`config.mk`:
```
export PLATFORM = sky130hd
export DESIGN_NAME = sonic_tx_msi_arbiter
export DESIGN_NICKNAME = d
export VERILOG_FILES = /design/src/rtl/sonic_constants.sv /design/src/rtl/sonic_rr_arbiter.sv /design/src/rtl/sonic_tx_msi_arbiter.sv
export SDC_FILE = /design/constraint.sdc
export NUM_CORES = 1
export LEC_CHECK = 0
export ABC_CLOCK_PERIOD_IN_PS = 4400
export CAP_MARGIN = 10
export CORE_AREA = 2 2 527 529
export DETAILED_ROUTE_END_ITERATION = 10
export DIE_AREA = 0 0 529 531
export PLACE_DENSITY = 0.3
export SETUP_SLACK_MARGIN = 0.4
export SYNTH_ARGS = -nofsm -noshare
export SYNTH_HDL_FRONTEND = slang
export SYNTH_HIERARCHICAL = 1
export SYNTH_SLANG_ARGS = --single-unit
export TNS_END_PERCENT = 50
```
`constraint.sdc`:
```
create_clock -name clk_in -period 4.4 [get_ports clk_in]
set_input_delay 0.88 -clock clk_in [delete_from_list [all_inputs] [get_ports clk_in]]
set_output_delay 0.88 -clock clk_in [all_outputs]
set_load 0.01 [all_outputs]
```
`src/rtl/sonic_constants.sv`:
```
// Shared types and widths for the SONIC transmit/MSI arbitration slice.
package sonic_constants;

  typedef enum logic [1:0] {
    ARB_IDLE  = 2'd0,
    ARB_GRANT = 2'd1,
    ARB_OWNED = 2'd2
  } arb_state_t;

  localparam int MSI_NUM_WIDTH = 5;
  localparam int TCNT_W        = 16;

endpackage

```
`src/rtl/sonic_rr_arbiter.sv`:
```
// Round-robin grant FSM for one shared channel: IDLE -> GRANT -> OWNED,
// with an optional watchdog that revokes a grant the client never takes up.
module sonic_rr_arbiter
  import sonic_constants::*;
#(
  parameter int  NUM_CLIENTS   = 4,
  parameter int  GRANT_TIMEOUT = 64,
  localparam int IDX_W         = $clog2(NUM_CLIENTS)
) (
  input  logic                   clk_in,
  input  logic                   rstn,
  input  logic [NUM_CLIENTS-1:0] ready,
  input  logic [NUM_CLIENTS-1:0] busy,
  output logic [NUM_CLIENTS-1:0] sel,
  output logic [IDX_W-1:0]       winner,
  output logic [1:0]             state,
  output logic                   timeout_pulse
);

  arb_state_t             state_q, state_d;
  logic [IDX_W-1:0]       win_q, win_d, pick_s, idx_s;
  logic [NUM_CLIENTS-1:0] sel_q, sel_d;
  logic [TCNT_W-1:0]      tcnt_q, tcnt_d;
  logic                   found_s, timeout_s;

  // The winner register doubles as the round-robin pointer.
  always_comb begin
    found_s = 1'b0;
    pick_s  = win_q;
    idx_s   = win_q;
    for (int k = 1; k <= NUM_CLIENTS; k++) begin
      idx_s = IDX_W'((int'(win_q) + k) % NUM_CLIENTS);
      if (!found_s && ready[idx_s]) begin
        found_s = 1'b1;
        pick_s  = idx_s;
      end else begin
        found_s = found_s;
      end
    end
  end

  always_comb begin
    state_d   = state_q;
    win_d     = win_q;
    sel_d     = sel_q;
    tcnt_d    = tcnt_q;
    timeout_s = 1'b0;
    case (state_q)
      ARB_IDLE: begin
        sel_d = '0;
        if (found_s) begin
          state_d       = ARB_GRANT;
          win_d         = pick_s;
          sel_d[pick_s] = 1'b1;
          tcnt_d        = '0;
        end else begin
          state_d = ARB_IDLE;
        end
      end
      ARB_GRANT: begin
        // busy takes precedence over a simultaneous ready drop
        if (busy[win_q]) begin
          state_d = ARB_OWNED;
        end else if (!ready[win_q]) begin
          state_d = ARB_IDLE;
          sel_d   = '0;
        end else begin
          tcnt_d = tcnt_q + 16'd1;
          if ((GRANT_TIMEOUT != 0) && (int'(tcnt_d) == GRANT_TIMEOUT)) begin
            state_d   = ARB_IDLE;
            sel_d     = '0;
            timeout_s = 1'b1;
          end else begin
            state_d = ARB_GRANT;
          end
        end
      end
      ARB_OWNED: begin
        if (!busy[win_q]) begin
          state_d = ARB_IDLE;
          sel_d   = '0;
        end else begin
          state_d = ARB_OWNED;
        end
      end
      default: begin
        state_d = ARB_IDLE;
        sel_d   = '0;
      end
    endcase
  end

  always_ff @(posedge clk_in) begin
    if (!rstn) begin
      state_q <= ARB_IDLE;
      win_q   <= IDX_W'(NUM_CLIENTS - 1);
      sel_q   <= '0;
      tcnt_q  <= '0;
    end else begin
      state_q <= state_d;
      win_q   <= win_d;
      sel_q   <= sel_d;
      tcnt_q  <= tcnt_d;
    end
  end

  assign sel           = sel_q;
  assign winner        = win_q;
  assign state         = state_q;
  assign timeout_pulse = timeout_s;

endmodule

```
`src/rtl/sonic_tx_msi_arbiter.sv`:
```
// Shares the PCIe core TX port and MSI request port among NUM_CLIENTS clients:
// two round-robin arbiters, the granted-client muxes and per-client ack routing.
module sonic_tx_msi_arbiter
  import sonic_constants::*;
#(
  parameter int NUM_CLIENTS   = 4,
  parameter int IDX_W         = $clog2(NUM_CLIENTS),
  parameter int GRANT_TIMEOUT = 64,
  parameter int MSI_NUM_BASE  = 0
) (
  input  logic                         clk_in,
  input  logic                         rstn,
  input  logic [NUM_CLIENTS-1:0]       tx_ready,
  input  logic [NUM_CLIENTS-1:0]       tx_busy,
  output logic [NUM_CLIENTS-1:0]       tx_sel,
  output logic [NUM_CLIENTS-1:0]       tx_ready_others,
  input  logic [NUM_CLIENTS-1:0]       c_tx_req,
  input  logic [NUM_CLIENTS*128-1:0]   c_tx_desc,
  input  logic [NUM_CLIENTS-1:0]       c_tx_dv,
  input  logic [NUM_CLIENTS-1:0]       c_tx_dfr,
  input  logic [NUM_CLIENTS*128-1:0]   c_tx_data,
  input  logic [NUM_CLIENTS-1:0]       c_tx_err,
  output logic [NUM_CLIENTS-1:0]       c_tx_ack,
  output logic [NUM_CLIENTS-1:0]       c_tx_ws,
  output logic                         tx_req,
  output logic [127:0]                 tx_desc,
  output logic                         tx_dv,
  output logic                         tx_dfr,
  output logic [127:0]                 tx_data,
  output logic                         tx_err,
  input  logic                         tx_ack,
  input  logic                         tx_ws,
  input  logic [NUM_CLIENTS-1:0]       msi_ready,
  input  logic [NUM_CLIENTS-1:0]       msi_busy,
  input  logic [NUM_CLIENTS-1:0]       c_app_msi_req,
  output logic [NUM_CLIENTS-1:0]       msi_sel,
  output logic [NUM_CLIENTS-1:0]       c_app_msi_ack,
  output logic                         app_msi_req,
  output logic [MSI_NUM_WIDTH-1:0]     app_msi_num,
  input  logic                         app_msi_ack,
  output logic [15:0]                  arb_timeout_cnt
);

  logic [IDX_W-1:0]       tx_win_s, msi_win_s;
  logic [1:0]             tx_state_s, msi_state_s;
  logic                   tx_to_s, msi_to_s, tx_act_s, msi_own_s;
  logic [NUM_CLIENTS-1:0] mask_s;
  logic [16:0]            to_sum_s;
  logic [15:0]            to_cnt_q, to_cnt_d;

  sonic_rr_arbiter #(.NUM_CLIENTS(NUM_CLIENTS), .GRANT_TIMEOUT(GRANT_TIMEOUT)) u_tx_arb (
    .clk_in(clk_in), .rstn(rstn), .ready(tx_ready), .busy(tx_busy),
    .sel(tx_sel), .winner(tx_win_s), .state(tx_state_s), .timeout_pulse(tx_to_s)
  );

  sonic_rr_arbiter #(.NUM_CLIENTS(NUM_CLIENTS), .GRANT_TIMEOUT(GRANT_TIMEOUT)) u_msi_arb (
    .clk_in(clk_in), .rstn(rstn), .ready(msi_ready), .busy(msi_busy),
    .sel(msi_sel), .winner(msi_win_s), .state(msi_state_s), .timeout_pulse(msi_to_s)
  );

  assign tx_act_s  = (tx_state_s == ARB_GRANT) || (tx_state_s == ARB_OWNED);
  assign msi_own_s = (msi_state_s == ARB_OWNED);

  // The core sees the winner's TX lanes with no added latency, zeros otherwise.
  always_comb begin
    tx_req  = 1'b0;
    tx_desc = '0;
    tx_dv   = 1'b0;
    tx_dfr  = 1'b0;
    tx_data = '0;
    tx_err  = 1'b0;
    for (int i = 0; i < NUM_CLIENTS; i++) begin
      if (tx_act_s && (tx_win_s == IDX_W'(i))) begin
        tx_req  = c_tx_req[i];
        tx_desc = c_tx_desc[i*128 +: 128];
        tx_dv   = c_tx_dv[i];
        tx_dfr  = c_tx_dfr[i];
        tx_data = c_tx_data[i*128 +: 128];
        tx_err  = c_tx_err[i];
      end else begin
        tx_req = tx_req;
      end
    end
  end

  always_comb begin
    tx_ready_others = '0;
    mask_s          = '1;
    for (int i = 0; i < NUM_CLIENTS; i++) begin
      mask_s             = '1;
      mask_s[i]          = 1'b0;
      tx_ready_others[i] = |(tx_busy & mask_s);
    end
  end

  assign c_tx_ack      = {NUM_CLIENTS{tx_ack}} & tx_sel;
  assign c_tx_ws       = {NUM_CLIENTS{tx_ws}};
  assign c_app_msi_ack = {NUM_CLIENTS{app_msi_ack}} & msi_sel;
  assign app_msi_req   = msi_own_s & c_app_msi_req[msi_win_s];
  assign app_msi_num   = msi_own_s ? MSI_NUM_WIDTH'(MSI_NUM_BASE + int'(msi_win_s))
                                   : {MSI_NUM_WIDTH{1'b0}};

  // Both channels can revoke in the same cycle, so add both before saturating.
  always_comb begin
    to_sum_s = {1'b0, to_cnt_q} + {16'd0, tx_to_s} + {16'd0, msi_to_s};
    if (to_sum_s[16]) begin
      to_cnt_d = 16'hFFFF;
    end else begin
      to_cnt_d = to_sum_s[15:0];
    end
  end

  always_ff @(posedge clk_in) begin
    if (!rstn) begin
      to_cnt_q <= 16'd0;
    end else begin
      to_cnt_q <= to_cnt_d;
    end
  end

  assign arb_timeout_cnt = to_cnt_q;

endmodule

```
Word-level counts from Yosys, hierarchy flattened --
Index checks and enable logic that the tools add are counted.
Storage, ports and cells: register bits 64, output and inout bits 306
Cells by class: add/subtract/negate cells 12, magnitude comparators 14, equal/unequal tests 19, multiplexer cells 112, bitwise logic cells 3, reductions and logical operators 34
Operator list (count):
- $mux W128 | 8
- $mux W16 | 7
- $pmux W16 S2 | 2
- $mux W1 | 51
- $mux W4 | 10
- $lt A2 B3 Y1 const B | 12
- $add A16 B1 Y16 const B | 2
- $eq A16 B8 Y1 const B | 2
- $mux W2 | 15
- $bmux W1 S2 | 13
- $pmux W4 S3 | 2
- $add A16 B1 Y17 | 1
- $add A17 B1 Y17 | 1
- $logic_and A1 B1 Y1 | 12
- $pmux W2 S3 | 2
- $reduce_or A3 Y1 | 4
- $add A2 B1 Y2 const B | 4
- $add A2 B2 Y2 const B | 4
- $and A4 B4 Y4 | 2
- $eq A2 B2 Y1 const B | 4
- $ne A2 B1 Y1 const B | 4
- $ne A2 B2 Y1 const B | 4
- $reduce_and A4 Y1 | 2
- $eq A2 B1 Y1 const B | 3
- 10 further kinds | 23

Depth between registers and ports, before layout --
Gate-level depths: netlist (run 1).
word-level depth 19, depth in mapped cells 16, gate-level depth less buffers 14

Cells and area by module --
The synthesis (run 1) kept the hierarchy.
By module, submodules not included:
- sonic_tx_msi_arbiter | times used 1, cells an instance 1009, area an instance 6241.0 um^2, seq. area each 320.3 um^2
- sonic_rr_arbiter (u_tx_arb) | times used 1, cells an instance 204, area an instance 1654.1 um^2, seq. area each 480.5 um^2
- sonic_rr_arbiter (u_msi_arb) | times used 1, cells an instance 178, area an instance 1437.6 um^2, seq. area each 480.5 um^2

Least setup slack after synthesis (run 1) --
OpenSTA, ideal clock, no wires.
kind register -> register, from reg u_tx_arb.tcnt_q[0], to reg to_cnt_q[13] (netlist: arb_timeout_cnt[13]), arrival time 3586 ps, required time 4330 ps, path slack 743 ps, stages on the path, launching flop included 15, clock period less this slack 3657 ps, cells stage by stage dfxtp_1 -> ha_1 -> nand3_2 -> nor4_1 -> mux2i_1 -> nor4b_2 -> inv_1 -> fa_1 -> inv_1 -> ha_1 -> nand3_1 -> nor4_1 -> nand2b_1 -> buf_2 -> a21oi_1
On the way: longest elaborated chain between the ends 9
Ends and longest elaborated chain:
- start: declaration | RTL line sonic_rr_arbiter.sv:23 | logic [TCNT_W-1:0] tcnt_q, tcnt_d;
- start signal: assignment | RTL line sonic_rr_arbiter.sv:103 | tcnt_q <= tcnt_d;
- $add A16 B1 Y16 | RTL line sonic_rr_arbiter.sv:68 | tcnt_d = tcnt_q + 16'd1;
- $eq A16 B8 Y1 | RTL line sonic_rr_arbiter.sv:69 | if ((GRANT_TIMEOUT != 0) && (int'(tcnt_d) == GRANT_TIMEOUT)) begin
- $mux W1 | RTL line sonic_rr_arbiter.sv:69
- $mux W1 | RTL line sonic_rr_arbiter.sv:64 | end else if (!ready[win_q]) begin
- $mux W1 | RTL line sonic_rr_arbiter.sv:62 | if (busy[win_q]) begin
- $mux W1 | RTL line sonic_rr_arbiter.sv:48 | case (state_q)
- via tx_to_s | RTL line sonic_tx_msi_arbiter.sv:46 | logic tx_to_s, msi_to_s, tx_act_s, msi_own_s;
- $add A16 B1 Y17 | RTL line sonic_tx_msi_arbiter.sv:105 | to_sum_s = {1'b0, to_cnt_q} + {16'd0, tx_to_s} + {16'd0, msi_to_s};
- $add A17 B1 Y17 | RTL line sonic_tx_msi_arbiter.sv:105
- $mux W16 | RTL line sonic_tx_msi_arbiter.sv:106 | if (to_sum_s[16]) begin
- end signal: assignment | RTL line sonic_tx_msi_arbiter.sv:117 | to_cnt_q <= to_cnt_d;
- end: declaration | RTL line sonic_tx_msi_arbiter.sv:49 | logic [15:0] to_cnt_q, to_cnt_d;
The timed path passes the listed nets, and every way through them passes these cells. A chain may end at the register's enable or synchronous reset.

Worst setup path after layout (run 1) --
from reg u_tx_arb.win_q[0] (netlist: u_tx_arb/winner[0]), to out tx_data[26]
On the way: longest elaborated chain between the ends 6, elaborated cells between the ends (all ways) 12, classes of those cells eq/ne: 3; mux: 4; reduce/logical: 5
Ends and longest elaborated chain:
- start: declaration | RTL line sonic_rr_arbiter.sv:21 | logic [IDX_W-1:0] win_q, win_d, pick_s, idx_s;
- start signal: assignment | RTL line sonic_rr_arbiter.sv:96 | win_q <= IDX_W'(NUM_CLIENTS - 1);
- start signal: assignment | RTL line sonic_rr_arbiter.sv:101 | win_q <= win_d;
- $logic_not A2 Y1 | RTL line sonic_tx_msi_arbiter.sv:73 | if (tx_act_s && (tx_win_s == IDX_W'(i))) begin
- $logic_and A1 B1 Y1 | RTL line sonic_tx_msi_arbiter.sv:73
- $mux W128 (3 in series) | RTL line sonic_tx_msi_arbiter.sv:73
- $mux W128 * | RTL line sonic_tx_msi_arbiter.sv:73
- end: declaration | RTL line sonic_tx_msi_arbiter.sv:29 | output logic [127:0] tx_data,
Mark *: on every way between the ends. The rest lies on a longest branch, timed or not.

==> results of run 1 <==
-- repair_timing --
item                       CTS  global route
resized for setup            5            14
cloned                       1             0
buffers inserted             2             3
hold buffers                 0             0
pin swaps                    3             1
setup endpoints to repair   46            35
-- kinds of logic (layout without fill, tap and decap cells) --
logic type                 count (synthesis)  in the layout  share of synthesized area
other                                      1             51                   0.000402
and+or+nand+nor                          752            752                      0.359
buffers and inverters                    162           1490                     0.0987
DFF                                       64             64                      0.137
muxes                                      9              9                     0.0165
adders and majority gates                  4              4                    0.00617
xor gates and xnor gates                  20             20                     0.0196
AOI/OAI and AO/OA                        379            379                      0.363
-- synthesized netlist by cell type, types with 4 or more instances --
master,number
nor3_1,15
o22a_1,4
o21ai_0,20
nor2_1,37
nand2b_1,9
a222oi_1,259
buf_4,7
nand3_2,4
xor2_1,5
a21oi_1,39
o21a_1,5
clkbuf_1,39
nand3b_1,4
o211ai_1,11
nor4_1,13
or3_1,12
buf_6,26
nand4_1,11
and3b_1,4
nand2_1,563
buf_2,71
mux4_2,5
dfxtp_1,64
or2_2,4
and2_1,13
xnor2_1,14
inv_1,16
a311oi_1,9
and3_1,4
nand3_1,27
a31oi_1,5
o21ai_1,4
or3b_2,4
-- worst register-to-register path, stage by stage, from the launching register on --
cell and delay [ps]:
dfxtp_1 470, nand4_4 220, nor3_4 260, a41oi_2 230, or3_1 450, nor4b_2 250
inv_1 100, fa_2 410, inv_1 90, ha_1 160, nand3_1 140, buf_4 190
nor4_2 290, nand3_1 110, o211a_1 130
-- placed cells by master (no fill, tap or decap), types with 10 or more instances in the layout --
cell type        instances
o21ai_0                 20
nand3_1                 27
a21oi_1                 39
diode_2                 48
nand2_1                563
nor3_1                  15
clkdlybuf4s50_1       1193
xnor2_1                 14
or3_1                   12
dfxtp_1                 61
nor4_1                  10
inv_1                   16
nor2_1                  37
buf_12                 138
a222oi_1               259
buf_4                  118
and2_1                  13
o211ai_1                11
nand4_1                 11
-- metal layers --
metal,GRT usage,vias up
met1,0.161,9032
met3,0.0630,346
met2,0.282,1388
li1,-,8152
met5,0,-
met4,0.0619,46
-- power groups by stage --
stage	Combinational (mW)	Sequential [mW]	Clock [mW]
5_1_grt	7.86	0.698	0.791
3_5_place_dp	7.71	0.706	0
3_3_place_gp	7.74	0.705	0
4_1_cts	7.77	0.696	0.768
2_1_floorplan	1.73	0.664	0
6_report	7.44	0.692	0.740
-- flip-flops by register name (all words and copies together), names as in the netlist, 4 cells and up --
name              flops
u_msi_arb/sel         4
u_tx_arb/sel          4
u_msi_arb/tcnt_q     16
arb_timeout_cnt      16
u_tx_arb/tcnt_q      16
-- cell type report --
class / count / share of cell area
flip-flops and latches: 64 / 0.0440
well taps: 3607 / 0.154
clock inverters: 5 / 0.00193
multi-input cells: 1167 / 0.247
inverters: 16 / 0.00205
clock buffers: 11 / 0.00830
diodes: 48 / 0.00411
repair buffers: 1458 / 0.539
-- metrics by stage --
| step | util | total power [mW] | hold slack (ps) |
|---|---|---|---|
| after floorplan | - | 2.39 | 444 |
| after detailed placement | 0.104 | 8.42 | 464 |
| final | 0.106 | 8.87 | 471 |
| after global placement | 0.104 | 8.44 | 458 |
| after CTS | 0.105 | 9.24 | 471 |
| after global routing | 0.106 | 9.35 | 504 |
-- worst paths after layout --
check / start / endpoint / slack [ps] / depth (start not counted)
hold reg to reg: u_tx_arb/tcnt_q[15]$_SDFFE_PN0P_ / u_tx_arb/tcnt_q[15]$_SDFFE_PN0P_ / 470 / 2
setup reg to reg: u_tx_arb/tcnt_q[2]$_SDFFE_PN0P_ / arb_timeout_cnt[12]$_SDFF_PN0_ / 790 / 14
setup / recovery: u_tx_arb/winner[0]$_SDFFE_PN1P_ / tx_data[26] / 470 / 6
hold / removal: u_tx_arb/tcnt_q[15]$_SDFFE_PN0P_ / u_tx_arb/tcnt_q[15]$_SDFFE_PN0P_ / 470 / 2
==> results.md, run 1 <==
| Metric | Value | Unit |
| --- | --- | --- |
| Largest driver fanout on the critical path | 38 | - |
| Leakage power total | 10.1 | nW |
| Required time at the worst-slack endpoint | 3520 | ps |
| Slew of the pin with the lowest slew margin | 851 | ps |
| Post-route insts no fill | 6376 | - |
| CTS clk-pin slew, worst paths | 60 | ps |
| PD cells | 304 | mW/mm² |
| Setup TNS after final layout | 0 | ps |
| Post-synth design cell area | 0.00933 | mm² |
| Number of nets at the end of the flow | 3785 | - |
| CTS root buffer | clkbuf_16 | - |
| Largest cells by area after synthesis | a222oi_1, nand2_1, dfxtp_1, buf_2, buf_6 | - |
| First-pass iteration count of the detailed router | 9 | - |
| Residual overflow from global routing | 0 | - |
| Synth top area share | 0.278 | - |
| Primary FF master, synth | dfxtp_1 | - |
| Run status | finished, final reports clean | - |
| Number of warnings reported in the yosys synthesis log | 6 | - |
| Category of the worst setup path capture point | output pin | - |
| Largest voltage drop on the vdd net | 0.172 | mV |
| Library cell with the largest summed area after synthesis | a222oi_1 | - |
| Final Hold Viols | 0 | - |
| Routed length per instance | 36.6 | µm |
| Floorplan die area | 0.281 | mm² |
| Multi-input combinational cell area | 0.00721 | mm² |
| Detailed-routed wire length on met2 | 117000 | µm |
| Global-route wire length before repair | 270000 | µm |
| Top-level I/O count | 1371 | - |
| Worst path bufs/invs | 3 | - |
| Smallest setup slack after layout | 466 | ps |
| Initial detailed-routing violation count | 2563 | - |
| # DRC | 0 | - |
| Total number of vias | 19000 | - |
| Net Sw Frac | 0.522 | - |
| Antenna violation net count after detailed routing | 0 | - |
| Number of CTS-inserted buffers | 9 | - |
| Combinational share of power | 0.839 | - |
| GRT Overall Usage | 0.157 | - |
| Clock sink total | 64 | - |
| Die outline height | 531 | µm |
| Count of flip-flops with a built-in enable after synthesis | 0 | - |
| Critical path cell sequence | nor3b_2, buf_12, buf_16, a222oi_1, nand2_1, clkdlybuf4s50_1 | - |
| Internal Power | 4.24 | mW |
| Pin count of the biggest net entering global routing | 64 | - |
| Overall die width | 529 | µm |
| Seq pwr share | 0.078 | - |
| Share of synthesized flip-flops with an asynchronous set or reset | 0 | - |
| Headroom to the max-slew limit | 0.431 | - |
| TritonCTS clock tree | done | - |
| Number of filler instances in the final layout | 31800 | - |
| Placed Instances | 6306 | - |
| Period utilization | 0.894 | - |
| Setup violations, final | 0 | - |
| Unrepaired setup endpoints after global routing | true | - |
| Final Critical Period | 3930 | ps |
| Final instance area | 0.0292 | mm² |
| Cell class contributing the biggest share of worst-path delay | buffers and inverters | - |
| Length of routed wiring on met1 | 78500 | µm |
| Final wirelength | 233000 | µm |
| Proportion of layout cells with a drive suffix above 1 | 0.120 | - |
| Clock power frac | 0.083 | - |
| Portion of the post-synthesis area used by sequential elements | 0.137 | - |
| Type of the worst setup path | reg -> out | - |
| Dpl hpwl | 215000 | µm |
| Kind of start point of the critical path | register | - |
| CTS Buffer Depth | 2 | - |
| Crit-path slowest cell | clkdlybuf4s50_1 | - |
| Max Clock Freq | 254 | MHz |
| Max-slew violations | 0 | - |
| Worst path max stage delay | 660 | ps |
| # Max-Cap Violations | 0 | - |
| Vias in the first global route | 18600 | - |
| Amount of wire on met3 after detailed routing | 26700 | µm |
| Placeable core area | 0.275 | mm² |
| Syn-to-layout area delta | 213 | % |
| Highest metal layer used by the detailed router | met5 | - |
| Buffers on Ports | 1362 | - |
| Standard-cell rows | 193 | - |
| Maximum level of the CTS H-tree | 3 | - |
| Last weighted congestion value of the routability-driven placer | 0.950 | - |
| Number of distinct library cells after synthesis | 75 | - |
| Total area of sequential cells | 0.00128 | mm² |
| Placed Instance Area | 0.0287 | mm² |
| Switching power total | 4.63 | mW |
| Syn Inst Count | 1391 | - |
| Number of antenna violations at the first check in global routing | 192 | - |
| Clock latency reported for the late side of the worst-skew pair | 350 | ps |
| Via density per instance | 2.97 | - |
| Number of synthesized register bits | 64 | - |
| Setup slack at placement | 110 | ps |
| Per-instance average area after synthesis | 6.71 | µm² |
| Initial core utilization | 0.0339 | - |
| Kind of path behind the tightest hold check | reg -> reg | - |
| Worst Clk Skew | 11.0 | ps |
| Critical path arrival | 3050 | ps |
Power figures use the tool's default switching activity.
==> inputs of run 2 (changes only) <==
ABC_CLOCK_PERIOD_IN_PS = 4850   (was 4400)
CORE_AREA = 2 2 537 539   (was 2 2 527 529)
CTS_BUF_LIST = sky130_fd_sc_hd__clkbuf_4 sky130_fd_sc_hd__clkbuf_8   (was unset)
DIE_AREA = 0 0 539 541   (was 0 0 529 531)
clock period = 4.85 ns   (was 4.4 ns; I/O delays follow)
==> run 2 against run 1 <==
Effect of this change: final cell count up 2.3%; non-clock buffer count down 5; first-iteration DRC count up 18%; clock power down 29%; clock skew up 6.2 ps; wire length up 4.9%; global-route usage up 0.32 points; via count up 1.8%; largest cell class unchanged; highest routed layer unchanged.
==> results.md, run 2 (same netlist as run 1, synthesis figures left out) <==
| Metric | Value | Unit | Change |
| --- | --- | --- | --- |
| Clock sink total | 64 | - | unchanged |
| Placeable core area | 0.286 | mm² | +4.0% |
| Slew of the pin with the lowest slew margin | 946 | ps | +95.2 ps |
| Via density per instance | 2.96 | - | -0.54% |
| Initial detailed-routing violation count | 3035 | - | +18% |
| Multi-input combinational cell area | 0.00717 | mm² | -0.54% |
| Unrepaired setup endpoints after global routing | true | - |  |
| Proportion of layout cells with a drive suffix above 1 | 0.106 | - | -0.0138 |
| Antenna violation net count after detailed routing | 0 | - | unchanged |
| Worst path bufs/invs | 3 | - | unchanged |
| Syn-to-layout area delta | 206 | % |  |
| Leakage power total | 9.76 | nW | -3.2% |
| TritonCTS clock tree | done | - |  |
| Pwr Total | 7.76 | mW | -13% |
| Vias in the first global route | 18500 | - | -0.59% |
| Clock latency reported for the late side of the worst-skew pair | 400 | ps | +50 ps |
| CTS Buffer Depth | 2 | - | unchanged |
| Most repeated library cell on the critical path | buf_12 | - |  |
| Commonest cells after routing, fill and taps aside | clkdlybuf4s50_1, nand2_1, a222oi_1 | - |  |
| Residual overflow from global routing | 0 | - | unchanged |
| GRT Overall Usage | 0.160 | - | +0.00321 |
| Commonest non-fill, non-tap cell in the layout | clkdlybuf4s50_1 | - |  |
| Standard-cell rows | 197 | - | +2.1% |
| Total number of vias | 19300 | - | +1.8% |
| Kind of path behind the tightest hold check | reg -> reg | - |  |
| Cell class contributing the biggest share of worst-path delay | compound AO/OA/AOI/OAI gates | - |  |
| Number of nets at the end of the flow | 3780 | - | -0.13% |
| Period utilization | 0.906 | - |  |
| Final Critical Period | 4390 | ps |  |
| Routed length per instance | 37.5 | µm | +2.5% |
| Setup TNS after final layout | 0 | ps | unchanged |
| Largest driver fanout on the critical path | 67 | - | +76% |
| Kind of start point of the critical path | register | - |  |
| Worst path max stage delay | 940 | ps | +280 ps |
| Required time at the worst-slack endpoint | 3880 | ps | +360 ps |
| CTS root buffer | clkbuf_8 | - |  |
| Critical path cell sequence | xnor2_2, nor3b_2, buf_12, buf_12, a222oi_1, nand2_1, clkdlybuf4s50_1 | - |  |
| Number of CTS-inserted buffers | 9 | - | unchanged |
| First-pass iteration count of the detailed router | 9 | - | unchanged |
| Total area of sequential cells | 0.00128 | mm² | -0.29% |
| Die outline height | 541 | µm | +1.9% |
| Final wirelength | 245000 | µm | +4.9% |
| Run status | finished, final reports clean | - |  |
| Max Clock Freq | 228 | MHz |  |
| Number of filler instances in the final layout | 33200 | - | +4.5% |
| Critical path arrival | 3420 | ps | +370 ps |
| Final Hold Viols | 0 | - | unchanged |
| Crit-path slowest cell | a222oi_1 | - |  |
| Floorplan die area | 0.292 | mm² | +3.8% |
| Dpl hpwl | 225000 | µm | +5.1% |
| Setup violations, final | 0 | - | unchanged |
| Buffers on Ports | 1362 | - | unchanged |
| Worst Clk Skew | 17.2 | ps | +6.20 ps |
| Pin count of the biggest net entering global routing | 68 | - | +6.3% |
| Max-slew violations | 0 | - | unchanged |
| Global-route wire length before repair | 285000 | µm | +5.6% |
| Last weighted congestion value of the routability-driven placer | 0.977 | - | +2.9% |
| Overall die width | 539 | µm | +1.9% |
| Category of the worst setup path capture point | output pin | - |  |
| # DRC | 0 | - | unchanged |
| Largest voltage drop on the vdd net | 0.157 | mV | -8.8% |
| Top-level I/O count | 1371 | - | unchanged |
| Type of the worst setup path | reg -> out | - |  |
| PD cells | 272 | mW/mm² | -10% |
| Number of antenna violations at the first check in global routing | 184 | - | -4.2% |
| CTS clk-pin slew, worst paths | 100 | ps | +40 ps |
| Headroom to the max-slew limit | 0.369 | - | -0.0623 |
| # Max-Cap Violations | 0 | - | unchanged |
| Initial core utilization | 0.0326 | - | -0.00132 |
| Maximum level of the CTS H-tree | 3 | - | unchanged |
==> run 2: path summary, 6_finish.rpt <==
kind	end	cells after the start	slack, ps	from
worst min register to register	u_tx_arb/tcnt_q[15]$_SDFFE_PN0P_	2	470	u_tx_arb/tcnt_q[15]$_SDFFE_PN0P_
worst max-delay path	tx_data[68]	7	460	u_tx_arb/state[0]$_SDFF_PN0_
worst max register to register	arb_timeout_cnt[1]$_SDFF_PN0_	15	890	u_tx_arb/tcnt_q[0]$_SDFFE_PN0P_
worst min-delay path	u_tx_arb/tcnt_q[15]$_SDFFE_PN0P_	2	470	u_tx_arb/tcnt_q[15]$_SDFFE_PN0P_
==> run 2: final cells by class <==
class / instances / share of cell area
inverters: 16 / 0.00211
flip-flops and latches: 64 / 0.0449
multi-input cells: 1167 / 0.251
well taps: 3781 / 0.166
repair buffers: 1453 / 0.526
clock buffers: 9 / 0.00434
clock inverters: 7 / 0.00272
diodes: 28 / 0.00246
==> run 2: through the flow <==
stage / worst slack [ps] / instances / area (µm²) / utilization / hold slack (ps)
floorplan: 1110 / 1393 / 9340 / - / 444
global placement: 260 / 6475 / 28200 / 0.0983 / 456
detailed placement: 209 / 6475 / 28200 / 0.0983 / 461
CTS: 403 / 6497 / 28400 / 0.0993 / 473
global route: 334 / 6503 / 28500 / 0.0994 / 486
finish: 458 / 6525 / 28500 / 0.0996 / 468
==> run 2: per-layer routing <==
layer	share of wire	global-route usage	wire length [µm]
met2	0.45	0.261	111000
met4	0.021	0.0245	5230
met5	0.0020	0	496
met3	0.16	0.106	40000
met1	0.36	0.173	88200
==> run 2: report_power, final <==
| part | leakage [nW] | internal [mW] | switching, mW |
|---|---|---|---|
| Combinational | 9.15 | 2.61 | 4.01 |
| Sequential | 0.518 | 0.553 | 0.0602 |
| Clock | 0.101 | 0.243 | 0.284 |
| Total | 9.76 | 3.40 | 4.36 |
==> run 2: what timing repair did <==
item	CTS	global route
pin swaps	2	0
endpoints found under the setup margin	22	27
hold buffers	0	0
buffers inserted	6	0
resized for setup	0	3
==> run 2: tightest hold or removal path, cell delays in order (launching register included) <==
cell and delay [ps]:
dfxtp_1 320, nand2_1 50, a21oi_1 50
==> RTL edit: new RTL, settings of run 1 <==
`NUM_CLIENTS` is set to 4 in 2 places; all go to 2.
--- a/src/rtl/sonic_rr_arbiter.sv
+++ b/src/rtl/sonic_rr_arbiter.sv
@@ -3,7 +3,7 @@
 module sonic_rr_arbiter
   import sonic_constants::*;
 #(
-  parameter int  NUM_CLIENTS   = 4,
+  parameter int  NUM_CLIENTS   = 2,
   parameter int  GRANT_TIMEOUT = 64,
   localparam int IDX_W         = $clog2(NUM_CLIENTS)
 ) (
--- a/src/rtl/sonic_tx_msi_arbiter.sv
+++ b/src/rtl/sonic_tx_msi_arbiter.sv
@@ -3,7 +3,7 @@
 module sonic_tx_msi_arbiter
   import sonic_constants::*;
 #(
-  parameter int NUM_CLIENTS   = 4,
+  parameter int NUM_CLIENTS   = 2,
   parameter int IDX_W         = $clog2(NUM_CLIENTS),
   parameter int GRANT_TIMEOUT = 64,
   parameter int MSI_NUM_BASE  = 0
Ports: changed (17 resized); port bits go from 1371 to 829. The function was not compared with the original's and may differ.
==> RTL edit against run 1 <==
Design area is 35% lower. Largest cell class unchanged. Register-to-register slack got worse by 40 ps. Worst setup slack improved by 92 ps. Sequential share of layout area increased by 1.7 points. Critical endpoint is now tx_data[125]. Power is 55% lower. Sequential cell count shrank 6. Wire length down 54%. Synthesized area fell by 34%.
==> RTL edit: results (changes against run 1) <==
vias per inst -> 1.95 (-35%)
H-tree depth -> 3 (unchanged)
FFs w/ async S/R, synth -> 0% (unchanged)
most numerous cell in the Yosys netlist -> a22o_1
worst-path fanout max -> 36 (-5.3%)
first-pass GRT wire length -> 125000 um (-54%)
synth top area cells -> a22o_1 (37%), dfxtp_1 (19%), buf_2 (4.2%)
DR pass1 iterations -> 4 (-5)
GR Layer Usage met3 -> 3.11% (-3.2 points)
routability cong. -> 0.746 (-21%)
Met2 Wirelength -> 58300 um (-50%)
top layer in use -> met4
status -> finished, final reports clean
MaxCap Viol Count -> 0 (unchanged)
GR Util met1 -> 6.47% (-9.6 points)
multi-input logic area -> 0.00449 mm^2 (-38%)
pin count of the biggest net entering global routing -> 71 (+11%)
Final HPWL DP -> 98400 um (-54%)
register area -> 0.00116 mm^2 (-9.6%)
worst hold-check path type -> register to register
VDD IR max -> 168 uV (-2.3%)
Total GRT Usage -> 7.13% (-8.5 points)
cell family contributing the most delay on the critical path -> buffers and inverters
met3 wire length -> 11600 um (-57%)
clock-pin slew on the worst setup and hold paths -> 60 ps (about the same)
post-DR wirelength/cell -> 20.6 um (-44%)
synth cell count leaders -> a22o_1 (260), dfxtp_1 (58), buf_2 (51), nor2_1 (51), a21oi_1 (42)
initial drt markers -> 465 (-82%)
sequential cell area fraction in the yosys report -> 19.0% (+5.2 points)
clk buf depth -> 2 (unchanged)
P_leak -> 5.68 nW (-44%)
clock latency on the worst-skew pair -> 350 ps (about the same)
# resized after CTS -> 0 (-5)
Worst path slowest cell -> clkdlybuf4s50_1
slew margin rel. -> 43.2% (+0.080 points)
Root Driver -> clkbuf_16
Layout Skew -> 9.26 ps (-1.79 ps)
Ys Warns -> 6 (unchanged)
input/output buffers -> 821 (-40%)
Non-CTS inverters -> 11 (-5)
fillers -> 32300 (+1.5%)
Clock buffer cells -> 11 (unchanged)
synthesized flop and latch total -> 58 (-9.4%)
vias in the first global route -> 9904 (-47%)
bufs w/o clock -> 859 (-41%)
initial antenna violation count -> 30 (-84%)
GR Util met2 -> 14.2% (-14 points)
Most used DFF post-synth -> dfxtp_1
Final #Nets -> 2100 (-45%)
Multi-input comb cells -> 622 (-47%)
Synth cell types -> 53 (-29%)
Non-clock buffer share -> 44.6% (-9.3 points)
diode count -> 11 (-77%)
Clock-cell share -> 1.68% (+0.66 points)
total setup buffers inserted after CTS -> 0 (-2)
wl on met1 -> 34000 um (-57%)
pre-CTS setup slack -> 385 ps (+275 ps)
CP peak stage delay -> 950 ps (+290 ps)
share of cells above drive strength 1 -> 7.98% (-4.0 points)
Num CTS Buffers -> 9 (unchanged)
RTL edit: cell types whose count changed in the layout (fill, tap and decap cells not counted), moves of 13 or more:
cell,before,now
a222oi_1,259,0
a22o_1,0,260
a31oi_1,5,26
buf_12,138,7
buf_4,118,75
clkdlybuf4s50_1,1193,777
diode_2,48,11
nand2_1,563,26
nor2_1,37,50
o21ai_0,20,38
RTL edit: through the flow:
stage | util (%) | std cells | instance area [um^2]
after floorplan | - | 785 | 6130
final | 6.91 | 5184 | 19000
after global placement | 6.78 | 5157 | 18700
after global routing | 6.91 | 5180 | 19000
after CTS | 6.90 | 5173 | 19000
after detailed placement | 6.78 | 5157 | 18700
RTL edit: where the power goes:
group          internal [W]  switching, W
Clock              0.000509      0.000270
Combinational       0.00124       0.00143
Sequential         0.000536     0.0000287
RTL edit: worst paths after layout:
| path | from | to | slack [ps] | cells past startpoint |
|---|---|---|---|---|
| min | u_tx_arb/tcnt_q[15] | u_tx_arb/tcnt_q[15] | 520 | 2 |
| max reg2reg | u_tx_arb/tcnt_q[0] | arb_timeout_cnt[9] | 750 | 13 |
| max | u_tx_arb/state[1] | tx_data[125] | 560 | 6 |
| min reg2reg | u_tx_arb/tcnt_q[15] | u_tx_arb/tcnt_q[15] | 520 | 2 |
RTL edit: logic make-up after synthesis:
| group | after synthesis | share of synthesized area, % |
|---|---|---|
| AO/OA/AOI/OAI | 382 | 48.4 |
| other | 1 | 0.0613 |
| XOR/XNOR | 10 | 1.43 |
| buffers and inverters | 105 | 8.36 |
| multiplexers | 9 | 1.47 |
| flip-flops | 58 | 19.0 |
| AND/OR/NAND/NOR | 213 | 20.3 |
| adder cells (fa/ha/maj) | 4 | 0.941 |
